`config.mk`:
```
export PLATFORM = sky130hd
export DESIGN_NAME = bram_rr_arbiter
export DESIGN_NICKNAME = d
export VERILOG_FILES = /design/src/rtl/bram_rr_arbiter.sv
export SDC_FILE = /design/constraint.sdc
export NUM_CORES = 1
export LEC_CHECK = 0
export ABC_AREA = 1
export CORE_AREA = 2 2 161 163
export CTS_CLUSTER_SIZE = 20
export DETAILED_ROUTE_END_ITERATION = 10
export DIE_AREA = 0 0 163 165
export SYNTH_ARGS = -nofsm -noshare
export SYNTH_HDL_FRONTEND = slang
export SYNTH_SLANG_ARGS = --single-unit
```
`constraint.sdc`:
```
create_clock -name clock -period 2.35 [get_ports clock]
set_clock_uncertainty 0.1 [all_clocks]
set_input_delay 0.5875 -clock clock [delete_from_list [all_inputs] [get_ports clock]]
set_output_delay 0.5875 -clock clock [all_outputs]
set_load 0.02 [all_outputs]
```
`src/rtl/bram_rr_arbiter.sv`:
```
// Round-robin arbiter sharing one single-port BRAM between two requesters,
// steering each read result back to the requester that issued it.
module bram_rr_arbiter #(
    parameter int unsigned ADDR_W       = 8,
    parameter int unsigned DATA_W       = 64,
    parameter int unsigned READ_LATENCY = 1
) (
    input  logic              clock,
    input  logic              reset,
    input  logic              req0_valid,
    output logic              req0_ready,
    input  logic              req0_wen,
    input  logic [ADDR_W-1:0] req0_addr,
    input  logic [DATA_W-1:0] req0_wdata,
    output logic              rsp0_valid,
    output logic [DATA_W-1:0] rsp0_rdata,
    input  logic              req1_valid,
    output logic              req1_ready,
    input  logic              req1_wen,
    input  logic [ADDR_W-1:0] req1_addr,
    input  logic [DATA_W-1:0] req1_wdata,
    output logic              rsp1_valid,
    output logic [DATA_W-1:0] rsp1_rdata,
    output logic [ADDR_W-1:0] mem_addr,
    output logic [DATA_W-1:0] mem_wdata,
    output logic              mem_wen,
    input  logic [DATA_W-1:0] mem_rdata
);

    logic                    prio_q;  // 0 favours requester 0, 1 favours requester 1
    logic                    grant0;
    logic                    grant1;
    logic                    read_hs;
    logic [READ_LATENCY-1:0] pipe_valid_q;
    logic [READ_LATENCY-1:0] pipe_id_q;

    always_comb begin
        grant0 = 1'b0;
        grant1 = 1'b0;
        if (!reset) begin
            if (req0_valid && (!req1_valid || !prio_q)) begin
                grant0 = 1'b1;
            end else if (req1_valid) begin
                grant1 = 1'b1;
            end
        end
    end

    always_comb begin
        req0_ready = grant0;
        req1_ready = grant1;
        mem_addr   = '0;
        mem_wdata  = '0;
        mem_wen    = 1'b0;
        read_hs    = 1'b0;
        if (grant0) begin
            mem_addr  = req0_addr;
            mem_wdata = req0_wdata;
            mem_wen   = req0_wen;
            read_hs   = !req0_wen;
        end else if (grant1) begin
            mem_addr  = req1_addr;
            mem_wdata = req1_wdata;
            mem_wen   = req1_wen;
            read_hs   = !req1_wen;
        end
    end

    // The tag pipeline tracks the BRAM read latency so the last stage lines up with mem_rdata.
    always_ff @(posedge clock) begin
        if (reset) begin
            prio_q       <= 1'b0;
            pipe_valid_q <= '0;
            pipe_id_q    <= '0;
            rsp0_valid   <= 1'b0;
            rsp1_valid   <= 1'b0;
            rsp0_rdata   <= '0;
            rsp1_rdata   <= '0;
        end else begin
            if (grant0) begin
                prio_q <= 1'b1;
            end else if (grant1) begin
                prio_q <= 1'b0;
            end
            for (int i = READ_LATENCY - 1; i > 0; i--) begin
                pipe_valid_q[i] <= pipe_valid_q[i-1];
                pipe_id_q[i]    <= pipe_id_q[i-1];
            end
            pipe_valid_q[0] <= read_hs;
            pipe_id_q[0]    <= grant1;
            rsp0_valid <= pipe_valid_q[READ_LATENCY-1] && !pipe_id_q[READ_LATENCY-1];
            rsp1_valid <= pipe_valid_q[READ_LATENCY-1] && pipe_id_q[READ_LATENCY-1];
            if (pipe_valid_q[READ_LATENCY-1] && !pipe_id_q[READ_LATENCY-1]) begin
                rsp0_rdata <= mem_rdata;
            end
            if (pipe_valid_q[READ_LATENCY-1] && pipe_id_q[READ_LATENCY-1]) begin
                rsp1_rdata <= mem_rdata;
            end
        end
    end

endmodule

```
==> impl_metrics.json, run 1 <==
{
  "outcome": "finished, violations left",
  "violations": "negative setup slack",
  "drtIter0Drc": 511,
  "period_share_pct": 101,
  "path_class": "input pin to output pin",
  "grt_pass1_vias": 7760,
  "worstPathRequired_ns": 1.66,
  "finalHoldViolations": 0,
  "ios": 419,
  "initial_core_util_pct": 26.2,
  "synthXorXnorAreaFrac_pct": 0,
  "intPower_uw": 4730,
  "place_area_um2": 11000,
  "crit_family": "buffers and inverters",
  "tns_ns": -0.0519,
  "drv_cap": 0,
  "fill_cells": 2617,
  "fmax_mhz": 423,
  "drt-met1-wl_mm": 12.1,
  "ys_seq_elements": 133,
  "powerDensity_nw_per_um2": 573,
  "drcViolationCount": 0,
  "top_layer_used": "met5",
  "grt_setup_unrepaired": "true",
  "num_rows": 58,
  "relSlewSlack_pct": 42.1,
  "power.switching_uw": 1850,
  "slew_violations": 0,
  "gp_congestion": 0.966,
  "power_frac_comb_pct": 24.1,
  "ys_warn_count": 0,
  "reg2reg_depth": 3,
  "peakVddDrop_uv": 440,
  "grt_antenna_before_repair": 12,
  "overflow": 0,
  "ant_nets": 0,
  "whs_endpoint": "rsp1_rdata[28]",
  "wl_per_cell_um": 18.0,
  "dp.final_hpwl_mm": 22.6,
  "dieArea_um2": 26900,
  "cts_root_buf": "clkbuf_16",
  "swShare_pct": 28.1,
  "vias_per_cell": 4.73,
  "fin_nets": 1580,
  "worst-endpoint-arrival_ns": 1.68,
  "ys_seq_area_share_pct": 40.5,
  "synth-simple-area-share_pct": 42.2,
  "p_clk_share_pct": 39.2,
  "synth_fp_nets": 1196,
  "syn_to_final_growth_pct": 74.8,
  "hp-start": "rsp1_rdata[28]",
  "rr_endpoint": "rsp1_rdata[42]",
  "multiInputGateArea_um2": 3120,
  "wirelength_mm": 30.9,
  "cellLeakagePower_uw": 0.00491,
  "wl_met3_mm": 2.42,
  "grt_pass1_wl_mm": 45.5,
  "syn_area_um2": 6570,
  "max_stage_delay_ns": 0.32,
  "synthAdderAreaFrac_pct": 0,
  "cts_buffers": 17,
  "synth_mux_area_share_pct": 0,
  "design_area_um2": 11500,
  "clockBufferDepth": 2,
  "holdPathStages": 2,
  "synth_compound_area_share_pct": 4.95,
  "syn_avg_cell_area_um2": 6.69,
  "vias": 8126,
  "clk_latency_ns": 0.41,
  "htreeDepth": 4,
  "cp-end-kind": "output pin",
  "syn_inst": 982,
  "met2WireLength_mm": 15.4,
  "whs_ns": 0.359,
  "ff_latch_area_um2": 2670,
  "grt_max_degree": 81,
  "start_kind": "input pin",
  "drive_gt1_share_pct": 11.6,
  "hold_buffers": 0,
  "die_height_um": 165,
  "clkTransAtPathRegs_ns": 0.06,
  "cts.sinks": 133,
  "crit_path_top_delay_cell": "bufbuf_16",
  "crit_fanout": 18,
  "io_buffers": 418,
  "setup_viol": 7,
  "floorplan.die.width_um": 163,
  "layout_setup_ws_ns": -0.0163,
  "grt_util_all_layers_pct": 22.1,
  "reg2reg_from": "pipe_valid_q",
  "crit_chain": "buf_2 > nor2_4 > bufbuf_16 > nand3_1 > nand2_1 > clkdlybuf4s15_2",
  "p_seq_share_pct": 36.6,
  "yosys.cell_types.count": 17,
  "post-route-min-period_ns": 2.37,
  "core_region_area_um2": 25000,
  "tritoncts": "done",
  "tightest_slew_ns": 0.869,
  "worst-path-buf-inv": 3,
  "rrSetupSlack_ns": 0.72,
  "drt_pass1_iterations": 7,
  "synth_top_family_by_area": "simple AND/OR/NAND/NOR gates",
  "min_path_type": "flip-flop to flip-flop"
}
cell type report:
type                    instances  share of cell area [%]
repair buffers                461                    38.5
multi-input cells             683                    27.2
flip-flops and latches        133                    23.2
clock buffers                  22                    4.04
well taps                     330                    3.60
inverters                      70                    2.31
clock inverters                 9                   0.894
diodes                         10                   0.218
worst max path at each step:
stage,startpoint,endpoint,slack [ns],cells past startpoint
after floorplan,reset,mem_addr[0],0.27,6
after global placement,req1_valid,req0_ready,-0.87,6
after detailed placement,req1_valid,req0_ready,-0.88,6
after CTS,reset,mem_wdata[17],-0.01,6
after global routing,req1_valid,mem_wdata[4],-0.08,7
final,reset,mem_wdata[17],-0.02,6
cell usage after synthesis:
cell | n | share of area [%]
buf_1 | 1 | 0.057
nand2_1 | 206 | 12
nor3_1 | 1 | 0.076
inv_2 | 2 | 0.11
o21ai_0 | 1 | 0.076
nand3_1 | 202 | 15
buf_4 | 22 | 2.5
dfxtp_1 | 133 | 41
buf_2 | 55 | 4.2
nor2_2 | 1 | 0.095
inv_1 | 68 | 3.9
nand4_1 | 74 | 7.0
a21oi_1 | 64 | 4.9
clkbuf_1 | 13 | 0.74
nor2_1 | 133 | 7.6
buf_6 | 5 | 0.86
nor2_4 | 1 | 0.17
through the flow:
step	worst slack (ns)	util, %	power, uW	std cells
5_1_grt	-0.0798	45.9	6870	1717
6_report	-0.0163	45.9	6580	1718
2_1_floorplan	0.270	-	3170	982
3_3_place_gp	-0.868	44.0	4090	1671
4_1_cts	-0.0114	46.5	6690	1708
3_5_place_dp	-0.881	44.0	4080	1671
registers in the layout (all words and copies together) (netlist names):
name,count
pipe_valid_q,1
rsp0_rdata,64
rsp1_valid,1
pipe_id_q,1
rsp0_valid,1
rsp1_rdata,64
prio_q,1
metal layers:
layer,global-route usage (%),up-vias
met2,38.0,312
met1,25.6,3747
met5,0,-
met4,10.1,2
met3,6.20,55
li1,-,4010
cell usage in the layout, fill, tap and decap left out, types with 3 or more instances in the layout:
cell type        instances
clkdlybuf4s50_1        340
nand2_1                203
nand3_1                202
nor2_1                 132
dfxtp_1                130
nand4_1                 74
inv_1                   68
a21oi_1                 64
buf_2                   60
buf_4                   29
clkbuf_16               17
buf_12                  12
diode_2                 10
clkdlybuf4s15_2         10
clkinv_2                 4
clkbuf_1                 3
clkbuf_4                 3
buf_8                    3
worst reg2reg max path, stage by stage (launching register included):
cell	delay, ns
dfxtp_4	0.36
buf_4	0.61
nand3_1	0.30
a21oi_1	0.18
logic make-up (layout without fill, tap and decap cells):
| logic type | after synthesis | in the layout |
|---|---|---|
| DFF | 133 | 133 |
| and+or+nand+nor | 618 | 618 |
| AOI/OAI and AO/OA | 65 | 65 |
| other | 0 | 10 |
| buffers and inverters | 166 | 562 |
power by group through the flow:
stage / Clock [uW] / Combinational, uW / Sequential, uW
4_1_cts: 2660 / 1620 / 2410
6_report: 2580 / 1590 / 2410
5_1_grt: 2740 / 1710 / 2420
3_3_place_gp: 0 / 1630 / 2460
2_1_floorplan: 0 / 606 / 2570
3_5_place_dp: 0 / 1620 / 2460
repair_timing:
item,in CTS,in global routing
setup buffers,4,0
resized for setup,270,40
pin swaps,2,0
setup endpoints to repair,75,50
cloned,2,0
(Power assumes the default switching activity.)
==> run 2: changes to the inputs <==
--- a/config.mk
+++ b/config.mk
@@ -6,10 +6,10 @@
 export NUM_CORES = 1
 export LEC_CHECK = 0
 export ABC_AREA = 1
-export CORE_AREA = 2 2 161 163
+export CORE_AREA = 2 2 163 165
 export CTS_CLUSTER_SIZE = 20
 export DETAILED_ROUTE_END_ITERATION = 10
-export DIE_AREA = 0 0 163 165
+export DIE_AREA = 0 0 165 167
 export SYNTH_ARGS = -nofsm -noshare
 export SYNTH_HDL_FRONTEND = slang
 export SYNTH_SLANG_ARGS = --single-unit
==> constraint.sdc (replaced) <==
create_clock -name clock -period 2.4 [get_ports clock]
set_clock_uncertainty 0.1 [all_clocks]
set_input_delay 0.6 -clock clock [delete_from_list [all_inputs] [get_ports clock]]
set_output_delay 0.6 -clock clock [all_outputs]
set_load 0.02 [all_outputs]
==> run 2 against run 1 <==
- the flow now finishes without violations
- flip-flop and latch count did not move
- die area up 2.5%
- combinational power barely moved
- utilization about the same
- setup slack improved by 0.049 ns
- wire length rose by 2.1%
- via count grew 1.2%
- sequential power fell by 2%
- count of clock-buffer cells in the layout shrank 4
- critical endpoint is now mem_wdata[1]
- largest cell class unchanged
==> impl_metrics.json, run 2 (synthesis gave the netlist of run 1 again) <==
{
  "hp-start": "reset",
  "hold_buffers": 0,
  "peakVddDrop_uv": 457,
  "cts.sinks": 133,
  "wirelength_mm": 31.5,
  "crit_fanout": 6,
  "clockBufferDepth": 2,
  "crit_path_top_delay_cell": "clkdlybuf4s15_2",
  "drtIter0Drc": 516,
  "power.switching_uw": 1950,
  "die_height_um": 167,
  "final_cell_mix": "clkdlybuf4s50_1, nand2_1, nand3_1",
  "overflow": 0,
  "fill_cells": 2637,
  "drcViolationCount": 0,
  "core_region_area_um2": 25800,
  "setup_viol": 0,
  "vias": 8225,
  "intPower_uw": 4540,
  "period_share_pct": 98.6,
  "relSlewSlack_pct": 68.1,
  "tightest_slew_ns": 0.479,
  "crit_start": "reset",
  "num_rows": 59,
  "worstPathRequired_ns": 1.70,
  "p_clk_share_pct": 38.5,
  "swShare_pct": 30.0,
  "crit_chain": "buf_6 > nor2_4 > buf_12 > buf_8 > buf_4 > nand3_1 > nand2_1 > clkdlybuf4s15_2",
  "drive_gt1_share_pct": 12.5,
  "grt_max_degree": 75,
  "min_path_type": "input pin to flip-flop",
  "cts_root_buf": "clkbuf_16",
  "ant_nets": 0,
  "finalHoldViolations": 0,
  "vias_per_cell": 4.75,
  "reg_top3": "rsp0_rdata (64), rsp1_rdata (64)",
  "multiInputGateArea_um2": 3140,
  "grt_pass1_wl_mm": 46.6,
  "start_kind": "input pin",
  "htreeDepth": 4,
  "grt_util_met1_pct": 25.6,
  "fmax_mhz": 422,
  "cp-end-kind": "output pin",
  "cts_buffers": 17,
  "final_common_cell": "clkdlybuf4s50_1",
  "outcome": "finished clean",
  "p_seq_share_pct": 36.5,
  "initial_core_util_pct": 25.5,
  "grt_pass1_vias": 7898,
  "ff_latch_area_um2": 2670,
  "powerDensity_nw_per_um2": 549,
  "ios": 419,
  "wl_per_cell_um": 18.2,
  "tritoncts": "done",
  "power_frac_comb_pct": 25.0,
  "max_stage_delay_ns": 0.26,
  "gp_congestion": 0.887,
  "grt.busiest_layer": "met2",
  "drv_cap": 0,
  "dp.final_hpwl_mm": 22.7,
  "floorplan.die.width_um": 165,
  "cellLeakagePower_uw": 0.00499,
  "grtUsageMet2_pct": 38.0,
  "whs_ns": 0.314,
  "post-route-min-period_ns": 2.37,
  "syn_to_final_growth_pct": 79.9,
  "tns_ns": 0,
  "use_met3_pct": 6.13,
  "path_class": "input pin to output pin",
  "worst-endpoint-arrival_ns": 1.67,
  "fin_nets": 1589,
  "grt_antenna_before_repair": 8,
  "dieArea_um2": 27600,
  "clk_latency_ns": 0.42,
  "clkTransAtPathRegs_ns": 0.06,
  "drt_pass1_iterations": 5,
  "io_buffers": 418,
  "reg2reg_from": "pipe_valid_q",
  "slew_violations": 0,
  "grt_util_all_layers_pct": 22.1
}
## run 2: cell types whose count changed in the layout (fill, tap and decap cells not counted), sizes merged, moves of 2 or more
cell,delta
diode,-2
clkdlybuf4s15,+11
clkinvlp,+3
inv,+4
buf,-3
clkbuf,-4
## run 2: worst paths after layout
path | endpoint | slack (ns) | depth (start not counted)
setup / recovery | mem_wdata[1] | 0.03 | 8
hold / removal | rsp1_rdata[14] | 0.31 | 2
setup reg to reg | rsp0_rdata[54] | 0.75 | 5
hold reg to reg | rsp1_rdata[31] | 0.36 | 2
## run 2: metal layers
| layer | up-vias | share of wire [%] |
|---|---|---|
| met2 | 342 | 51 |
| li1 | 4021 | - |
| met1 | 3816 | 39 |
| met4 | 0 | 3.1 |
| met3 | 46 | 7.7 |
| met5 | - | 0 |
## run 2: cell type report
type | count | area share [%]
inverters | 70 | 2.24
well taps | 335 | 3.55
clock buffers | 18 | 3.63
flip-flops and latches | 133 | 22.6
repair buffers | 470 | 40.2
multi-input cells | 683 | 26.6
diodes | 8 | 0.169
clock inverters | 14 | 1.07
## run 2: power by group through the flow
stage | Clock, uW | Combinational (uW) | Sequential, uW
global placement | 0 | 1620 | 2410
global route | 2660 | 1740 | 2380
detailed placement | 0 | 1610 | 2420
floorplan | 0 | 593 | 2510
CTS | 2560 | 1610 | 2370
finish | 2500 | 1620 | 2370
## run 2: worst max-delay path: cells and delay by family
| kind | cells | cell delay [ns] |
|---|---|---|
| buffers and inverters | 5 | 0.74 |
| and+or+nand+nor | 3 | 0.32 |
## run 2: what timing repair did
| action | 4_1_cts | 5_1_grt |
|---|---|---|
| gates resized for setup | 292 | 28 |
| gates cloned | 2 | 3 |
| setup buffers | 4 | 2 |
| pin swaps | 2 | 4 |
| setup endpoints to repair | 75 | 53 |
## run 2: metrics by stage
| step | worst slack, ns | power (uW) | std cells | cell area, um2 | util, % |
|---|---|---|---|---|---|
| 3_3_place_gp | -0.809 | 4030 | 1680 | 11200 | 43.3 |
| 6_report | 0.0329 | 6490 | 1731 | 11800 | 45.9 |
| 3_5_place_dp | -0.799 | 4030 | 1680 | 11200 | 43.3 |
| 4_1_cts | -0.0184 | 6540 | 1718 | 11800 | 45.6 |
| 2_1_floorplan | 0.295 | 3110 | 982 | 6570 | - |
| 5_1_grt | -0.00105 | 6780 | 1731 | 11800 | 45.9 |
